`src/rtl/serial_word_collector.sv`:
```
// Assembles WIDTH serial bits from one channel into a tagged word with valid/ready output.
// Optional SWC_DROP_CNT_EN adds a saturating counter of bits dropped while a word waits.
module serial_word_collector #(
   parameter int unsigned WIDTH     = 8,
   parameter bit          MSB_FIRST = 1'b1
) (
   input  logic             clock,
   input  logic             reset,
   input  logic             bit_in,
   input  logic             bit_valid,
   input  logic [1:0]       chan,
   output logic [WIDTH-1:0] word_out,
   output logic [1:0]       chan_out,
   output logic             word_valid,
   input  logic             word_ready,
   output logic             busy,
   output logic             chan_err
`ifdef SWC_DROP_CNT_EN
   ,
   output logic [7:0]       drop_cnt
`endif
);

   typedef enum logic [1:0] {
      IDLE  = 2'd0,
      SHIFT = 2'd1,
      HOLD  = 2'd2
   } state_t;

   localparam logic [4:0] WIDTH_C = 5'(WIDTH);

   state_t           state_q, state_d;
   logic [4:0]       cnt_q, cnt_d;
   logic [WIDTH-1:0] shreg_q, shreg_d;
   logic [1:0]       fchan_q, fchan_d;
   logic [WIDTH-1:0] word_q, word_d;
   logic [1:0]       chan_out_q, chan_out_d;
   logic             valid_q;
   logic             busy_q;
   logic             err_q, err_d;

   // Direction is chosen so the first bit of a frame ends at the documented word end.
   function automatic logic [WIDTH-1:0] shift_in(input logic [WIDTH-1:0] base, input logic b);
      if (MSB_FIRST) begin
         return {base[WIDTH-2:0], b};
      end else begin
         return {b, base[WIDTH-1:1]};
      end
   endfunction

   // Next-state, shift register and word capture.
   always_comb begin
      state_d    = state_q;
      cnt_d      = cnt_q;
      shreg_d    = shreg_q;
      fchan_d    = fchan_q;
      word_d     = word_q;
      chan_out_d = chan_out_q;
      err_d      = 1'b0;
      case (state_q)
         IDLE: begin
            if (bit_valid) begin
               fchan_d = chan;
               shreg_d = shift_in({WIDTH{1'b0}}, bit_in);
               cnt_d   = 5'd1;
               state_d = SHIFT;
            end else begin
               state_d = IDLE;
            end
         end
         SHIFT: begin
            if (bit_valid && (chan == fchan_q)) begin
               if ((cnt_q + 5'd1) == WIDTH_C) begin
                  word_d     = shift_in(shreg_q, bit_in);
                  chan_out_d = fchan_q;
                  cnt_d      = 5'd0;
                  state_d    = HOLD;
               end else begin
                  shreg_d = shift_in(shreg_q, bit_in);
                  cnt_d   = cnt_q + 5'd1;
               end
            end else if (bit_valid) begin
               // Channel switched mid-frame: this bit opens a fresh frame.
               err_d   = 1'b1;
               fchan_d = chan;
               shreg_d = shift_in({WIDTH{1'b0}}, bit_in);
               cnt_d   = 5'd1;
            end else begin
               state_d = SHIFT;
            end
         end
         HOLD: begin
            if (word_ready && bit_valid) begin
               fchan_d = chan;
               shreg_d = shift_in({WIDTH{1'b0}}, bit_in);
               cnt_d   = 5'd1;
               state_d = SHIFT;
            end else if (word_ready) begin
               state_d = IDLE;
            end else begin
               state_d = HOLD;
            end
         end
         default: begin
            state_d = IDLE;
            cnt_d   = 5'd0;
         end
      endcase
   end

   // State and output registers.
   always_ff @(posedge clock) begin
      if (reset) begin
         state_q    <= IDLE;
         cnt_q      <= 5'd0;
         shreg_q    <= {WIDTH{1'b0}};
         fchan_q    <= 2'd0;
         word_q     <= {WIDTH{1'b0}};
         chan_out_q <= 2'd0;
         valid_q    <= 1'b0;
         busy_q     <= 1'b0;
         err_q      <= 1'b0;
      end else begin
         state_q    <= state_d;
         cnt_q      <= cnt_d;
         shreg_q    <= shreg_d;
         fchan_q    <= fchan_d;
         word_q     <= word_d;
         chan_out_q <= chan_out_d;
         valid_q    <= (state_d == HOLD);
         busy_q     <= (state_d == SHIFT);
         err_q      <= err_d;
      end
   end

   assign word_out   = word_q;
   assign chan_out   = chan_out_q;
   assign word_valid = valid_q;
   assign busy       = busy_q;
   assign chan_err   = err_q;

`ifdef SWC_DROP_CNT_EN
   logic [7:0] drop_q;

   // Counts bits refused while a completed word is waiting; saturates.
   always_ff @(posedge clock) begin
      if (reset) begin
         drop_q <= 8'd0;
      end else if ((state_q == HOLD) && bit_valid && !word_ready && (drop_q != 8'd255)) begin
         drop_q <= drop_q + 8'd1;
      end else begin
         drop_q <= drop_q;
      end
   end

   assign drop_cnt = drop_q;
`endif

endmodule

```
`config.mk`:
```
export PLATFORM = sky130hd
export DESIGN_NAME = serial_word_collector
export DESIGN_NICKNAME = d
export VERILOG_FILES = /design/src/rtl/serial_word_collector.sv
export SDC_FILE = /design/constraint.sdc
export NUM_CORES = 1
export LEC_CHECK = 0
export CELL_PAD_IN_SITES_DETAIL_PLACEMENT = 2
export CELL_PAD_IN_SITES_GLOBAL_PLACEMENT = 2
export CORE_ASPECT_RATIO = 0.6
export CORE_MARGIN = 2
export CORE_UTILIZATION = 32
export DETAILED_ROUTE_END_ITERATION = 6
export HOLD_SLACK_MARGIN = 0.08
export PLACE_DENSITY = 0.83
export SYNTH_ARGS = -nofsm -noshare
export SYNTH_HDL_FRONTEND = slang
export SYNTH_SLANG_ARGS = --single-unit
```
`constraint.sdc`:
```
create_clock -name clock -period 2.35 [get_ports clock]
set_input_delay 0.47 -clock clock [delete_from_list [all_inputs] [get_ports clock]]
set_output_delay 0.47 -clock clock [all_outputs]
set_load 0.02 [all_outputs]
```
# Word level (Yosys, flattened, before mapping)

Cells that the tools add are included.

Register bits after elaboration: 30
Input bits: 7
Output and inout bits: 13
Word-level logic and storage cells: 50

$add $sub $neg: 1
Eq/ne operators: 9
Multiplexer cells: 22
Bitwise operators: 1
Reductions and logical operators: 8

Operators by type and width:

| operator                                            | count |
|---|---|
| 2-to-1 mux 8 bit                                    | 4 |
| one-hot mux 8 bit (3 select lines)                  | 1 |
| 2-to-1 mux 5 bit                                    | 4 |
| 2-to-1 mux 2 bit                                    | 8 |
| one-hot mux 5 bit (3 select lines)                  | 1 |
| one-hot mux 2 bit (3 select lines)                  | 2 |
| AND reduction 3 bit                                 | 3 |
| adder 5 x 1 -> 5 bit, second input constant         | 1 |
| equality test 5 x 4 -> 1 bit, second input constant | 1 |
| equality test 2 x 1 -> 1 bit, second input constant | 2 |
| equality test 2 bit, second input constant          | 2 |
| inequality test 2 bit, second input constant        | 2 |
| inequality test 3 bit, second input constant        | 1 |
| nonzero test 3 bit                                  | 1 |
| OR reduction 3 bit                                  | 1 |
| equality test 2 bit                                 | 1 |
| logical AND 1 bit                                   | 2 |
| zero test 2 bit                                     | 1 |
| 2-to-1 mux 1 bit                                    | 2 |
| NOT 1 bit                                           | 1 |

# Depth between registers and ports, before layout

Word-level depth: 6
Depth in mapped cells: 8
Mapped depth without buffers: 7

# Worst setup path after synthesis

No wires, ideal clock.

Path kind: register -> register
Start point: register cnt_q[0]
End point: register word_q[4] (netlist: word_out[4])
Setup time: 0.132 ns
Arrival time: 1.735 ns
Data required time: 2.218 ns
Slack: 0.482 ns
Cell stages (with the launch flop): 9
Path buffers: 2
Period minus slack after synthesis: 1.868 ns
Cell sequence: dfxtp_1 -> ha_1 -> and4_1 -> o31ai_2 -> or3_1 -> buf_6 -> buf_4 -> nand2_1 -> a21oi_1

Word-level cells in the longest chain between the ends: 3

RTL lines:

| what                                 | RTL line | text |
|---|---|---|
| start, declared                      | 33       | `logic [4:0] cnt_q, cnt_d;` |
| start signal, assigned               | 125      | `cnt_q <= cnt_d;` |
| adder 5 x 1 -> 5 bit                 | 73       | `if ((cnt_q + 5'd1) == WIDTH_C) begin` |
| equality test 5 x 4 -> 1 bit         | 73       |  |
| AND reduction 3 bit (no source line) | -        |  |
| end signal, assigned                 | 118      | `word_q <= {WIDTH{1'b0}};` |
| end signal, assigned                 | 128      | `word_q <= word_d;` |
| end, declared                        | 36       | `logic [WIDTH-1:0] word_q, word_d;` |

Every way passes these cells.
A chain may end at the register's enable or synchronous reset.

# Final worst setup path

Start point: register cnt_q[0]
End point: register shreg_q[0]

Word-level cells in the longest chain between the ends: 4

RTL lines:

| what                                   | RTL line | text |
|---|---|---|
| adder 5 x 1 -> 5 bit                   | 73       |  |
| equality test 5 x 4 -> 1 bit           | 73       |  |
| inequality test 3 bit (no source line) | -        |  |
| AND reduction 3 bit (no source line)   | -        |  |
| end signal, assigned                   | 116      | `shreg_q <= {WIDTH{1'b0}};` |
| end signal, assigned                   | 126      | `shreg_q <= shreg_d;` |
| end, declared                          | 34       | `logic [WIDTH-1:0] shreg_q, shreg_d;` |

Every way passes these cells.

==> flow_summary.yaml <==
logic_synthesis:
  synth_common_cells: "29 x dfxtp_1, 28 x nand2_1, 18 x a21oi_1"
  async_flop_share: 0
  synth_fp_nets: 180
  synth_edf_count: 0
  seq_area_frac_synth: 0.404
  ys.flop_type: "dfxtp_1"
  yosysWarnings: 0
  netlist.area_leader.share: 0.404
  synth_cell_types: 44
  syn_area_per_cell_sq_um: 8.66
  yosysTopAreaCell: "dfxtp_1"
  synthCells: 166
  yosysMostFrequentCell: "dfxtp_1"
  synth_area_leaders: "dfxtp_1 40%, nand2_1 7.3%, a21oi_1 6.3%"
  ys_ff_latch: 29
  syn_area_sq_um: 1440
critical_path:
  r2r-start: "cnt_q[0]"
  cp.required_ns: 2.53
  regToRegSetupSlack_ns: 0.1
  crit_cells: 6
  path_buf_inv: 1
  rr_endpoint: "shreg_q[0]"
  critPathMaxStageDelay_ns: 0.51
  r2r_cells: 6
  crit_family: "simple AND/OR/NAND/NOR gates"
  critPathCaptureType: "flip-flop"
  crit_slowest_cell: "or3_1"
  cp-start-kind: "flip-flop"
  worstPathMaxFanout: 8
  worstSetupPathType: "reg -> reg"
  worstPathCellList: "ha_2 -> and4bb_1 -> o31ai_4 -> or3_1 -> buf_4 -> a311oi_1"
  cp.arrival_ns: 2.44
power:
  worst_ir_drop_vdd_uv: 295
  leakage_nw: 0.681
  netSwitchingPower_uw: 255
  seq_power_share: 0.509
  internal-power_uw: 746
  combPwrFrac: 0.097
  power_density_nw_per_um2: 552
  p_total_mw: 1.00
  clkPwrFrac: 0.394
  sw_frac_of_total: 0.255
route:
  via_count: 1369
  maxUsedRoutingLayer: "met4"
  wire_per_inst_um: 19.2
  routed_via_density: 5.41
  met2_length_um: 2390
  ant_nets: 0
  wl_met1_um: 2250
  wl_um: 4850
  drt-initial-drc-count: 34
  drt_first_pass_iters: 4
  drc: 0
  met3WireLength_um: 192
place:
  port_buffers: 19
  place_ws_ns: -0.0833
  place.gp.congestion: 0.852
  dpl.hpwl_um: 3620
  post-place-cells: 245
  place_area_sq_um: 1720
layout:
  multi_input_area_sq_um: 790
  nNetsFinal: 206
  num-fill-cells: 468
  diodes: 0
  fin_util: 0.430
  seq_area_sq_um: 581
  layoutNonFillerInstCount: 253
  drive_above_1_share: 0.124
  syn_to_final_growth_pct: 26.0
  finalInstanceArea_sq_um: 1810
flow_run:
  cap_viol_max_count: 0
min_path:
  hold_path_class: "reg -> reg"
  whs_path_depth: 2
  hp-start: "word_out[4]"
  hold_end: "word_out[4]"
global_route:
  antenna_found_initial: 0
  grt_usage: 0.208
  grt_max_degree: 24
  grt_pass1_wl_um: 8040
  grt_pass1_vias: 1545
  overflow: 0
timing:
  setup_viol: 0
  timing.fmax_mhz: 444
  finalCriticalPeriod_ns: 2.25
  clock_skew_ns: 0.00823
  whs_ns: 0.453
  rsz0062_at_grt: "false"
  slew_viol_final: 0
  fin_crit_sh: 0.959
  max_slew.worst_pin.slew_ns: 0.445
  slew_headroom: 0.703
  setup-tns-final_ns: 0
  finalHoldViolations: 0
  setup_ws_ns: 0.0954
clock_network:
  clkTransAtPathRegs_ns: 0.06
  post-cts-setup-buffer-count: 0
  htreeDepth: 2
  numCtsBuffers: 5
  cts.sinks: 29
  cts_tree: "done"
  insertion_delay_ns: 0.28
  clockRootBuffer: "clkbuf_8"
  postCtsHoldBufs: 0
  ctsLongestPathBuffers: 2
die:
  start_util: 0.341
  fp.dieH_um: 55.9
  pin_count: 20
  fp-row-count: 18
  core_area_sq_um: 4210
  die_area_sq_um: 5060
  die_x_um: 90.5
run_status:
  status: "complete, no violations"
[area by class of cell]
| type | instances | share of cell area |
|---|---|---|
| clock buffer | 6 | 0.0401 |
| clock inverter | 2 | 0.00552 |
| inverter | 5 | 0.0104 |
| multi-input combinational | 122 | 0.436 |
| sequential | 29 | 0.320 |
| tap | 60 | 0.0414 |
| timing repair buffer | 29 | 0.146 |
[what timing repair did]
action | CTS | global route
gates resized for setup | 1 | 1
endpoints found under the hold margin | 0 | 0
endpoints found under the setup margin | 7 | 7
[worst max path at each step]
stage	startpoint	endpoint	slack [ns]
floorplan	cnt_q[0]	word_out[4]	0.48
global placement	chan[1]	shreg_q[0]	0.08
detailed placement	chan[1]	shreg_q[0]	-0.08
CTS	cnt_q[0]	shreg_q[0]	0.02
global route	cnt_q[0]	shreg_q[0]	0.02
finish	cnt_q[0]	shreg_q[0]	0.1
[worst reg2reg max path, stage by stage (launching register included)]
cell and delay (ns):
dfxtp_1 0.45, ha_2 0.31, and4bb_1 0.28, o31ai_4 0.13, or3_1 0.51, buf_4 0.23, a311oi_1 0.25
[sequential cells by signal, indices dropped and copies added (netlist names)]
name and count:
word_out 8, shreg_q 7, cnt_q 5, chan_out 2
fchan_q 2, state_q 2, busy 1, chan_err 1
word_valid 1
[cells by family after synthesis]
logic type,synth area share
compound gates,0.241
xor+xnor,0.0183
fa+ha+maj,0.0609
buf+inv,0.0548
flops,0.404
mux,0.00696
simple gates,0.214
[power by group through the flow]
stage	combinational (mW)	sequential (mW)	clock [mW]
floorplan	0.0509	0.520	0
global route	0.107	0.510	0.428
detailed placement	0.0964	0.520	0
finish	0.0973	0.509	0.394
CTS	0.0976	0.509	0.410
global placement	0.0896	0.519	0
[cell usage in the layout (no fill, tap or decap), drive strengths merged, types with 2 or more instances in the layout]
cell type	n
xnor2	2
a211oi	2
nand3	4
o21ai	9
dfxtp	29
clkbuf	6
clkdlybuf4s50	19
a311oi	2
buf	10
nor2	8
clkinv	2
nor3	4
inv	5
and3	5
a22o	6
nor4	2
ha	7
a21oi	19
nand2	28
a31oi	3
[metal layers]
metal	vias to the layer above	global-route usage
met5	-	0
met4	0	0.0703
met3	2	0.0556
met2	27	0.344
met1	693	0.263
li1	647	-
No activity file was read; power rests on OpenSTA's default activity.
